`config.mk`:
```
export PLATFORM = sky130hd
export DESIGN_NAME = dual_issue_hazard_ctrl
export DESIGN_NICKNAME = d
export VERILOG_FILES = /design/src/rtl/dual_issue_hazard_ctrl.sv
export SDC_FILE = /design/constraint.sdc
export NUM_CORES = 1
export LEC_CHECK = 0
export CORE_MARGIN = 2
export CORE_UTILIZATION = 49
export CTS_BUF_LIST = sky130_fd_sc_hd__clkbuf_16
export CTS_CLUSTER_SIZE = 20
export DETAILED_ROUTE_END_ITERATION = 12
export PLACE_DENSITY = 0.75
export RECOVER_POWER = 100
export SLEW_MARGIN = 10
export SYNTH_ARGS = -nofsm -noshare
export SYNTH_HDL_FRONTEND = slang
export SYNTH_SLANG_ARGS = --single-unit
```
`constraint.sdc`:
```
create_clock -name clk -period 2.55 [get_ports clk]
set_clock_uncertainty 0.15 [all_clocks]
set_input_delay 0.255 -clock clk [delete_from_list [all_inputs] [get_ports clk]]
set_output_delay 0.255 -clock clk [all_outputs]
set_load 0.01 [all_outputs]
```
`src/rtl/dual_issue_hazard_ctrl.sv`:
```
`default_nettype none
// dual_issue_hazard_ctrl: issue/stall/flush control and W-stage forward selects for a
// two-lane (A older, B younger) in-order pipeline.
module dual_issue_hazard_ctrl #(
  parameter int REG_AW = 5
) (
  input  logic              clk,
  input  logic              rst_n,
  input  logic              ValidA_D,
  input  logic              ValidB_D,
  input  logic [REG_AW-1:0] Rs1A_D,
  input  logic [REG_AW-1:0] Rs2A_D,
  input  logic [REG_AW-1:0] RdA_D,
  input  logic              RegWriteA_D,
  input  logic [REG_AW-1:0] Rs1B_D,
  input  logic [REG_AW-1:0] Rs2B_D,
  input  logic [REG_AW-1:0] RdB_D,
  input  logic              RegWriteB_D,
  input  logic              TakenA_E,
  input  logic              TakenB_E,
  output logic              StallF,
  output logic              StallD,
  output logic              FlushD,
  output logic              FlushE,
  output logic              IssueA_D,
  output logic              IssueB_D,
  output logic              KillB_E,
  output logic [1:0]        ForwardA1E,
  output logic [1:0]        ForwardA2E,
  output logic [1:0]        ForwardB1E,
  output logic [1:0]        ForwardB2E
);

  localparam logic [0:0] ST_PAIR   = 1'b0;
  localparam logic [0:0] ST_B_ONLY = 1'b1;

  localparam logic [1:0] FWD_RF = 2'b00;
  localparam logic [1:0] FWD_WA = 2'b01;
  localparam logic [1:0] FWD_WB = 2'b10;

  typedef struct packed {
    logic              valid;
    logic              rw;
    logic [REG_AW-1:0] rd;
  } dst_t;

  typedef struct packed {
    dst_t              dst;
    logic [REG_AW-1:0] rs1;
    logic [REG_AW-1:0] rs2;
  } ex_t;

  logic [0:0] state_q, state_d;
  ex_t        e_a_q, e_a_d, e_b_q, e_b_d;
  dst_t       m_a_q, m_a_d, m_b_q, m_b_d;
  dst_t       w_a_q, w_b_q;

  logic d_a_vld, d_b_vld;
  logic dep_a, dep_b, intra_dep;
  logic taken_a, taken_b;
  logic stall, flush, issue_a, issue_b, kill_b;

  // Register 0 is hardwired, so it can never be the subject of a hazard.
  function automatic logic hit(input dst_t s, input logic [REG_AW-1:0] r);
    return (r != '0) && s.valid && s.rw && (s.rd == r);
  endfunction

  function automatic logic hit_e(input ex_t ea, input ex_t eb, input logic [REG_AW-1:0] r);
    return hit(ea.dst, r) || hit(eb.dst, r);
  endfunction

  // Lane B is younger, so its W result wins when both lanes wrote the same register.
  function automatic logic [1:0] fwd_sel(input logic lane_vld, input dst_t wa, input dst_t wb,
                                         input logic [REG_AW-1:0] r);
    if (!lane_vld)        return FWD_RF;
    else if (hit(wb, r))  return FWD_WB;
    else if (hit(wa, r))  return FWD_WA;
    else                  return FWD_RF;
  endfunction

  assign d_a_vld = ValidA_D && (state_q == ST_PAIR);
  assign d_b_vld = ValidB_D;

  assign dep_a = d_a_vld && (hit_e(e_a_q, e_b_q, Rs1A_D) || hit_e(e_a_q, e_b_q, Rs2A_D));
  assign dep_b = d_b_vld && (hit_e(e_a_q, e_b_q, Rs1B_D) || hit_e(e_a_q, e_b_q, Rs2B_D));

  assign intra_dep = d_a_vld && d_b_vld && RegWriteA_D && (RdA_D != '0) &&
                     ((RdA_D == Rs1B_D) || (RdA_D == Rs2B_D));

  assign taken_a = TakenA_E && e_a_q.dst.valid;
  assign taken_b = TakenB_E && e_b_q.dst.valid && !taken_a;

  always_comb begin
    state_d = state_q;
    stall   = 1'b0;
    flush   = 1'b0;
    issue_a = 1'b0;
    issue_b = 1'b0;
    kill_b  = 1'b0;
    if (taken_a || taken_b) begin
      // A redirect discards the D pair, so any stall it would have needed is moot.
      flush   = 1'b1;
      kill_b  = taken_a && e_b_q.dst.valid;
      state_d = ST_PAIR;
    end else begin
      case (state_q)
        ST_PAIR: begin
          if (dep_a) begin
            stall = 1'b1;
          end else if (intra_dep || dep_b) begin
            issue_a = d_a_vld;
            stall   = 1'b1;
            state_d = ST_B_ONLY;
          end else begin
            issue_a = d_a_vld;
            issue_b = d_b_vld;
          end
        end
        ST_B_ONLY: begin
          if (dep_b) begin
            stall = 1'b1;
          end else begin
            issue_b = d_b_vld;
            state_d = ST_PAIR;
          end
        end
        default: state_d = ST_PAIR;
      endcase
    end
  end

  always_comb begin
    e_a_d = '0;
    e_b_d = '0;
    if (issue_a) begin
      e_a_d.dst.valid = 1'b1;
      e_a_d.dst.rw    = RegWriteA_D;
      e_a_d.dst.rd    = RdA_D;
      e_a_d.rs1       = Rs1A_D;
      e_a_d.rs2       = Rs2A_D;
    end
    if (issue_b) begin
      e_b_d.dst.valid = 1'b1;
      e_b_d.dst.rw    = RegWriteB_D;
      e_b_d.dst.rd    = RdB_D;
      e_b_d.rs1       = Rs1B_D;
      e_b_d.rs2       = Rs2B_D;
    end
    m_a_d = e_a_q.dst;
    m_b_d = kill_b ? '0 : e_b_q.dst;
  end

  always_ff @(posedge clk or negedge rst_n) begin
    if (!rst_n) begin
      state_q <= ST_PAIR;
      e_a_q   <= '0;
      e_b_q   <= '0;
      m_a_q   <= '0;
      m_b_q   <= '0;
      w_a_q   <= '0;
      w_b_q   <= '0;
    end else begin
      state_q <= state_d;
      e_a_q   <= e_a_d;
      e_b_q   <= e_b_d;
      m_a_q   <= m_a_d;
      m_b_q   <= m_b_d;
      w_a_q   <= m_a_q;
      w_b_q   <= m_b_q;
    end
  end

  // D-stage inputs may be live during reset; outputs are forced quiet until it lifts.
  assign StallF   = rst_n && stall;
  assign StallD   = rst_n && stall;
  assign FlushD   = rst_n && flush;
  assign FlushE   = rst_n && flush;
  assign IssueA_D = rst_n && issue_a;
  assign IssueB_D = rst_n && issue_b;
  assign KillB_E  = rst_n && kill_b;

  assign ForwardA1E = rst_n ? fwd_sel(e_a_q.dst.valid, w_a_q, w_b_q, e_a_q.rs1) : FWD_RF;
  assign ForwardA2E = rst_n ? fwd_sel(e_a_q.dst.valid, w_a_q, w_b_q, e_a_q.rs2) : FWD_RF;
  assign ForwardB1E = rst_n ? fwd_sel(e_b_q.dst.valid, w_a_q, w_b_q, e_b_q.rs1) : FWD_RF;
  assign ForwardB2E = rst_n ? fwd_sel(e_b_q.dst.valid, w_a_q, w_b_q, e_b_q.rs2) : FWD_RF;

endmodule
`default_nettype wire
```
Word level (Yosys, flattened, before mapping)
Index checks and enable logic that the tools add are counted.
Widths: inputs -> output; s select.
{ "word_totals": {"register_bits": 63, "inputBits": 38, "word_cells": 162} }
{ "classes": {"eq_ne": 18, "muxes": 37, "bitwise": 1, "n_reduce_logical": 83} }
{ "op_table": {"columns": ["operator", "n"], "rows": [
  ["$eq 5x5->1", 18],
  ["$logic_and 1x1->1", 64],
  ["$reduce_bool 5->1", 9],
  ["$mux 17", 2],
  ["$mux 2", 12],
  ["$mux 1", 19],
  ["$logic_or 1x1->1", 9],
  ["$mux 7", 1],
  ["$pmux 1 s2", 3],
  ["$logic_not 1->1", 1],
  ["$not 1->1", 1]
]} }

Depth between registers and ports, before layout
Gate-level depths: netlist (run 1).
{ "depth": {"depth_word": 13, "ltp_mapped": 9, "mapped_depth_nobuf": 6} }

Least setup slack after synthesis (run 1)
Ideal clock, no wire load.
{ "synth_timing": {"kind": "input-to-output", "start": "in Rs1B_D[1]", "end": "out IssueB_D", "arrival_time_ns": 2.239, "required_ns": 2.145, "path_slack_ns": -0.094, "cell_stages": 8, "n_path_buf": 2, "cell_sequence": "buf_6 > or4_4 > nor2_2 > nor4_1 > or4_1 > or2_1 > buf_6 > nor3_1"} }
{ "synth_via": {"elab_chain_cells": 13, "elab_cells_between_ends": 22} }
{ "synth_lines": {"columns": ["element", "line_no", "text"], "rows": [
  ["from (decl)", "15", "input logic [REG_AW-1:0] Rs1B_D,"],
  ["$reduce_bool 5->1", "65", "return (r != '0) && s.valid && s.rw && (s.rd == r);"],
  ["$logic_and 1x1->1 (3 in a row)", "65", null],
  ["$logic_or 1x1->1", "69", "return hit(ea.dst, r) || hit(eb.dst, r);"],
  ["$logic_or 1x1->1", "85", "assign dep_b = d_b_vld && (hit_e(e_a_q, e_b_q, Rs1B_D) || hit_e(e_a_q, e_b_q, Rs2B_D));"],
  ["$logic_and 1x1->1", "85", null],
  ["$logic_or 1x1->1", "110", "end else if (intra_dep || dep_b) begin"],
  ["$mux 1", "110", null],
  ["$mux 1", "108", "if (dep_a) begin"],
  ["$pmux 1 s2 *", "106", "case (state_q)"],
  ["$mux 1 *", "100", "if (taken_a || taken_b) begin"],
  ["$logic_and 1x1->1 *", "179", "assign IssueB_D = rst_n && issue_b;"],
  ["to (decl)", "26", "output logic IssueB_D,"]
]} }
Mark *: on every way between the ends. The rest lies on a longest branch, timed or not.

Worst setup path after layout (run 1)
{ "layout_timing": {"start": "in Rs2B_D[3]", "end": "out IssueB_D"} }
{ "layout_via": {"elab_chain_cells": 13, "elab_cells_between_ends": 22} }
{ "layout_lines": {"columns": ["element", "line_no", "text"], "rows": [
  ["from (decl)", "16", "input logic [REG_AW-1:0] Rs2B_D,"],
  ["$reduce_bool 5->1", "65", null],
  ["$logic_and 1x1->1 (3 in a row)", "65", null],
  ["$logic_or 1x1->1", "69", null],
  ["$logic_or 1x1->1", "85", null],
  ["$logic_and 1x1->1", "85", null],
  ["$logic_or 1x1->1", "110", null],
  ["$mux 1", "110", null],
  ["$mux 1", "108", null],
  ["$pmux 1 s2 *", "106", null],
  ["$mux 1 *", "100", null],
  ["$logic_and 1x1->1 *", "179", null]
]} }
Marks and branches as above.

==> results.md, run 1 <==
- Status: finished with violations
- Failing checks: setup timing
- DRT iter0 DRCs: 148
- Root buffer cell: clkbuf_16
- Leakage: 2.198 nW
- Hpwl dp: 6269 µm
- CTS Sinks: 63
- RR Startpoint: e_b_q[10]
- Layout cells sized above 1: 31.54%
- GRT Util Overall: 25.05%
- Max VDD drop: 0.0005628 V
- Post-synth top flop: dfrtp_1
- Clock slew at reported path FFs: 0.05 ns
- Slew HR: 65.40%
- Yosys top cell area share: 47.17%
- Switching pwr: 0.7596 mW
- Critical Path Max Stage Delay: 0.53 ns
- Tcrit/Tclk final: 104.1%
- Layout overhead on the synthesized area: 42.98%
- Required time worst endpoint: 2.14 ns
- Final RePlAce weighted congestion: 0.8890
- Synth top cells by count: 63 x dfrtp_1, 53 x xnor2_1, 31 x xor2_1
- Global-route wire length before repair: 13940 µm
- RSZ-0062 raised after global routing: yes
- Placed Area: 0.004255 mm²
- Crit path cell chain: buf_6, or4_4, nor2_4, nor4_4, or4_4, or2_4, nor3_4, buf_2
- Final setup violation count: 3
- Yosys cell types: 30
- Synthesis Warnings: 0
- Most instantiated library cell after synthesis: dfrtp_1
- Setup crit start kind: input pin
- Cell Rows: 30
- Core Area: 0.006681 mm²
- Min cycle time layout: 2.656 ns
- F_max: 0.3765 GHz
- Latest clock arrival within the worst-skew pair: 0.32 ns
- Tightest Pin Transition: 0.5142 ns
- Crit path DAT: 2.25 ns
- Worst Setup Slack, final: -0.1058 ns
- RR Endpoint: e_b_q[2]
- FILL cells: 480
- Syn_nets: 360
- Via count: 2801
- Slew Limit Fails: 0
- Die area: 0.007497 mm²
- Syn Inst Count: 322
- CTS H-tree depth: 3
- Vias per cell: 5.514
- Combinational power share: 18.1%
- Setup TNS: -0.1843 ns
- Final WL: 9031 µm
- Worst R2R Setup Slack: 0.14 ns
- Initial antenna violation count: 0
- Worst path slowest cell: or4_4
- CP Class: input pin to output port
- Synthesized area: 0.003342 mm²
- Num CTS Buffers: 9
- Top post-synthesis cells by area: dfrtp_1 47%, xnor2_1 14%, xor2_1 8.1%
- Pin count of the biggest net entering global routing: 53
- Die height: 86.59 µm
- Nets: 461
- Routed Antenna Nets: 0
- DRC errors left: 0
- Critical path endpoint category: output port
- N_diodes: 0
- Final hold violation count: 0
- Crit Path Max Fanout: 2
- Max Cap Viol: 0
- Switching share of power: 26.65%
- Chip Width: 86.59 µm
- Reg2Reg Depth: 7
- Power per Cell Area: 596.6 mW/mm²
- Router iterations before antenna repair: 4
- Synth async-reset ratio: 100.0%
- Clock share of power: 41.7%
- Vias in the first global route: 2846
- Initial Utilization: 50.02%
- GRT overflow: 0
- Avg Cell Area, Syn: 10.38 µm²
- Number of synthesized register bits: 63
- Post-synthesis sequential area ratio: 47.17%
- Routed WL per cell: 17.78 µm
- Deepest clock path buffer count: 2
- CP most frequent cell: or4_4
- Share of power burned in registers: 40.2%
- Internal power: 2.091 mW
- Port buffer count: 52
- Post-synthesis cell type with the largest combined area: dfrtp_1
- EDFF count, synth: 0
- Final Cell Area: 0.004778 mm²
- IO Count: 53
- CTS tree: yes
- Hold WC Path Type: input pin to async pin
## cell families (layout without fill, tap and decap cells)
family,after synthesis,in the layout,synth area share [%]
AO/OA/AOI/OAI,12,12,2.958
buffers and inverters,25,131,4.006
XOR/XNOR,84,84,22.01
AND/OR/NAND/NOR,138,138,23.85
flip-flops,63,63,47.17
## timing repair
item                                    CTS  global route
hold buffers                              1             0
gates resized for setup                  59            59
setup buffers                             0             3
pin swaps                                17            16
endpoints found under the setup margin   20            11
hold endpoints to repair                 63             0
## metal layers
| metal | track usage, % | routed length, µm | vias to the layer above |
|---|---|---|---|
| met1 | 28.83 | 3518 | 1362 |
| li1 | - | - | 1303 |
| met2 | 43.22 | 4726 | 99 |
| met5 | 0 | 0 | - |
| met4 | 13.35 | 386 | 0 |
| met3 | 5.810 | 399 | 37 |
## placed cells by master, fill, tap and decap left out, types with 2 or more instances in the layout
| cell | n |
|---|---|
| and3_1 | 3 |
| nand3_1 | 5 |
| clkbuf_16 | 9 |
| nor3_2 | 10 |
| dlygate4sd2_1 | 12 |
| clkinvlp_4 | 3 |
| clkbuf_2 | 6 |
| dfrtp_2 | 7 |
| nor4_1 | 10 |
| nor3_1 | 11 |
| buf_4 | 51 |
| nor4_2 | 4 |
| xnor2_2 | 5 |
| or4_1 | 6 |
| dlymetal6s2s_1 | 5 |
| dfrtp_1 | 56 |
| o221ai_1 | 2 |
| clkdlybuf4s50_1 | 21 |
| nand2_1 | 27 |
| nor4_4 | 3 |
| and2_1 | 24 |
| nor2_1 | 7 |
| xnor2_1 | 48 |
| nor2_2 | 2 |
| xor2_1 | 30 |
| buf_2 | 3 |
| or4_4 | 5 |
| clkinv_4 | 2 |
| nor2b_1 | 2 |
| a21oi_2 | 2 |
| a221o_2 | 2 |
| buf_6 | 5 |
| inv_1 | 5 |
| nand4_1 | 12 |
| nor2_4 | 4 |
## worst max-delay path: cells and delay by family
kind | cells | cell delay [ns]
buf+inv | 2 | 0.24
simple gates | 6 | 1.74
## final cells by class
type / instances / area [µm²] / area share (%)
sequential: 63 / 1585 / 33.18
timing repair buffer: 109 / 928.4 / 19.43
multi-input combinational: 234 / 1843 / 38.57
clock buffer: 9 / 225.2 / 4.713
inverter: 6 / 22.52 / 0.4713
clock inverter: 7 / 73.82 / 1.545
tap: 80 / 100.1 / 2.095
## sequential cells by signal (all words and copies together), names as in the netlist
signal   cells
e_a_q       17
state_q      1
e_b_q       17
m_a_q        7
w_b_q        7
m_b_q        7
w_a_q        7
## power groups by stage
| stage | Clock, mW | Sequential (mW) | Combinational, mW |
|---|---|---|---|
| after floorplan | 0 | 1.14 | 0.257 |
| after global placement | 0 | 1.16 | 0.456 |
| after detailed placement | 0 | 1.16 | 0.471 |
| after CTS | 1.20 | 1.14 | 0.476 |
| after global routing | 1.26 | 1.15 | 0.559 |
| final | 1.19 | 1.15 | 0.516 |
## stage by stage
| step | cells | hold slack [ns] | power, mW | utilization (%) | setup WS, ns |
|---|---|---|---|---|---|
| after global routing | 508 | 0.1793 | 2.968 | 71.52 | -0.1917 |
| after detailed placement | 488 | 0.1160 | 1.630 | 63.69 | -0.8435 |
| after CTS | 505 | 0.1990 | 2.818 | 69.21 | -0.1464 |
| after floorplan | 322 | -0.1906 | 1.393 | - | 0.01574 |
| final | 508 | 0.1440 | 2.851 | 71.52 | -0.1058 |
| after global placement | 488 | 0.1062 | 1.612 | 63.69 | -0.7909 |
## worst max path at each step
stage                          from       end  slack [ns]  cells after the start
final                     Rs2B_D[3]  IssueB_D       -0.11                      8
after global routing      e_b_q[10]  IssueB_D       -0.19                      7
after CTS                 Rs1B_D[4]  IssueB_D       -0.15                      8
after detailed placement  Rs2B_D[1]  IssueB_D       -0.84                      8
after global placement    Rs2B_D[1]  IssueB_D       -0.79                      8
after floorplan           Rs1B_D[1]  IssueB_D        0.02                      8
Power figures use the tool's default switching activity.
==> run 2: changes to the inputs <==
Settings changed: CTS_CLUSTER_DIAMETER set to 50.
==> results of run 2 <==
No change in the layout: final DEF, timing and power equal those of run 1.
==> run 3: changes to the inputs <==
Settings changed: TNS_END_PERCENT set to 20.
==> run 3 against run 2 <==
  * The run still ends with setup timing left
  * Non-clock buffer count decreased by 1
  * Highest routed layer unchanged
  * Largest power group unchanged
  * Sequential share of layout area increased by 0.49 points
  * Clock power about the same
  * Critical path depth unchanged
  * Design area decreased by 1.5%
  * Routed wire length decreased by 0.59%
  * Total power decreased by 0.61%
  * Combinational power decreased by 3%
  * Global-route usage unchanged
==> results.md, run 3 (synthesis gave the netlist of run 1 again) <==
- Initial Utilization: 50.02%
- Nets: 460
- DRC errors left: 0
- Failing checks: setup timing
- Vias per cell: 5.517
- Setup crit start kind: input pin
- Area of the multi-input gates: 0.001795 mm²
- GRT overflow: 0
- Sequential cell area: 0.001584 mm²
- Core Area: 0.006681 mm²
- Port buffer count: 52
- Die height: 86.59 µm
- Cell Rows: 30
- F_max: 0.3781 GHz
- RSZ-0062 raised after global routing: yes
- Final setup violation count: 4
- Post-placement cell count: 488
- Routed Antenna Nets: 0
- Routed WL per cell: 17.71 µm
- Global-route wire length before repair: 13940 µm
- Router iterations before antenna repair: 5
- Worst Setup Slack, final: -0.09503 ns
- Root buffer cell: clkbuf_16
- Layout cells sized above 1: 29.98%
- Max VDD drop: 0.0005604 V
- N_diodes: 0
- Slew HR: 73.78%
- IO Count: 53
- Worst hold margin: 0.1742 ns
- Placed Area: 0.004255 mm²
- Global routing usage on met3: 5.810%
- Initial antenna violation count: 0
- Post-layout util: 70.41%
- Final Cell Area: 0.004705 mm²
- Met2 usage: 43.22%
- Deepest clock path buffer count: 2
- Required time worst endpoint: 2.14 ns
- Most frequent cells in the layout: 57 x dfrtp_1, 52 x xnor2_1, 52 x buf_4, 30 x xor2_1, 27 x nand2_1
- Pin count of the biggest net entering global routing: 53
- Hpwl dp: 6269 µm
- Num CTS Buffers: 9
- Clock slew at reported path FFs: 0.05 ns
- Most Crowded Layer GR: met2
- Non-Filler Instances: 507
- Hold WC Path Type: input pin to register
- Via count: 2797
- CTS Sinks: 63
- Regs by FF count: e_a_q x17, e_b_q x17
- Slew Limit Fails: 0
- Crit Path Max Fanout: 2
- Commonest non-fill, non-tap cell in the layout: dfrtp_1
- FILL cells: 484
- Layout overhead on the synthesized area: 40.77%
- Status: finished with violations
- Vias in the first global route: 2846
- Power per Cell Area: 602.2 mW/mm²
- Final RePlAce weighted congestion: 0.8890
- Place WS: -0.8435 ns
- Latest clock arrival within the worst-skew pair: 0.32 ns
- CP Class: input pin to output port
- Min cycle time layout: 2.645 ns
- Max Cap Viol: 0
- DRT iter0 DRCs: 143
- GRT Util Overall: 25.05%
- Chip Width: 86.59 µm
- Leakage: 2.115 nW
- Tcrit/Tclk final: 103.7%
- Global routing usage on met1: 28.83%
- Tightest Pin Transition: 0.3897 ns
- CTS tree: yes
- Die area: 0.007497 mm²
- Final WL: 8978 µm
- Final hold violation count: 0
- CTS H-tree depth: 3
- Crit path DAT: 2.24 ns
- Critical path endpoint category: output port
==> run 3: cell count changes in the layout (fill, tap and decap cells not counted), sizes merged <==
cell / before / now
clkdlybuf4s25: 1 / 0
buf: 61 / 58
dlygate4sd3: 0 / 1
clkdlybuf4s50: 21 / 24
dlymetal6s2s: 5 / 2
clkdlybuf4s15: 1 / 3
==> run 3: metrics by stage <==
stage | setup TNS [ns] | total power [mW]
global placement | -7.930 | 1.612
finish | -0.2576 | 2.833
detailed placement | -9.827 | 1.630
global route | -0.7478 | 2.953
CTS | -0.6382 | 2.818
floorplan | 0 | 1.393
==> run 3: repair_timing <==
| action | in CTS | in global routing |
|---|---|---|
| gates resized for setup | 59 | 39 |
| buffers inserted | 0 | 2 |
| pin swaps | 17 | 13 |
| setup endpoints to repair | 20 | 11 |
| endpoints found under the hold margin | 63 | 0 |
| hold buffers | 1 | 0 |
==> run 3: path summary, 6_finish.rpt <==
check	start	end	slack, ns	cells after the start
setup / recovery	Rs2B_D[3]	IssueB_D	-0.1	8
hold / removal	Rs2B_D[4]	e_b_q[4]	0.17	4
setup reg to reg	e_b_q[14]	e_b_q[2]	0.14	9
hold reg to reg	m_a_q[2]	w_a_q[2]	0.20	0
max in group asynchronous	rst_n	w_b_q[0]	1.48	3
min in group asynchronous	rst_n	w_b_q[5]	0.34	3
==> run 3: worst max-delay path, stage by stage <==
cell and delay (ns):
buf_6 0.09, or4_4 0.53, nor2_4 0.16, nor4_4 0.07
or4_4 0.53, or2_4 0.28, nor3_4 0.17, buf_2 0.15
==> run 3: area by class of cell <==
cell class / instances / area share, %
Clock inverter: 7 / 1.569
Tap cell: 80 / 2.128
Multi-Input combinational cell: 234 / 38.16
Clock buffer: 9 / 4.787
Timing Repair Buffer: 108 / 19.20
Sequential cell: 63 / 33.67
Inverter: 6 / 0.4787
==> run 3: where the power goes <==
group          internal, mW  total [mW]  switching (mW)
clock network         0.754        1.19           0.432
logic                 0.256       0.502           0.246
registers              1.07        1.15          0.0740
==> run 3: metal layers <==
layer  wire (µm)  vias up
met1        3556     1359
met2        4646      104
met4         376        0
met5           0        -
li1            -     1302
met3         399       32
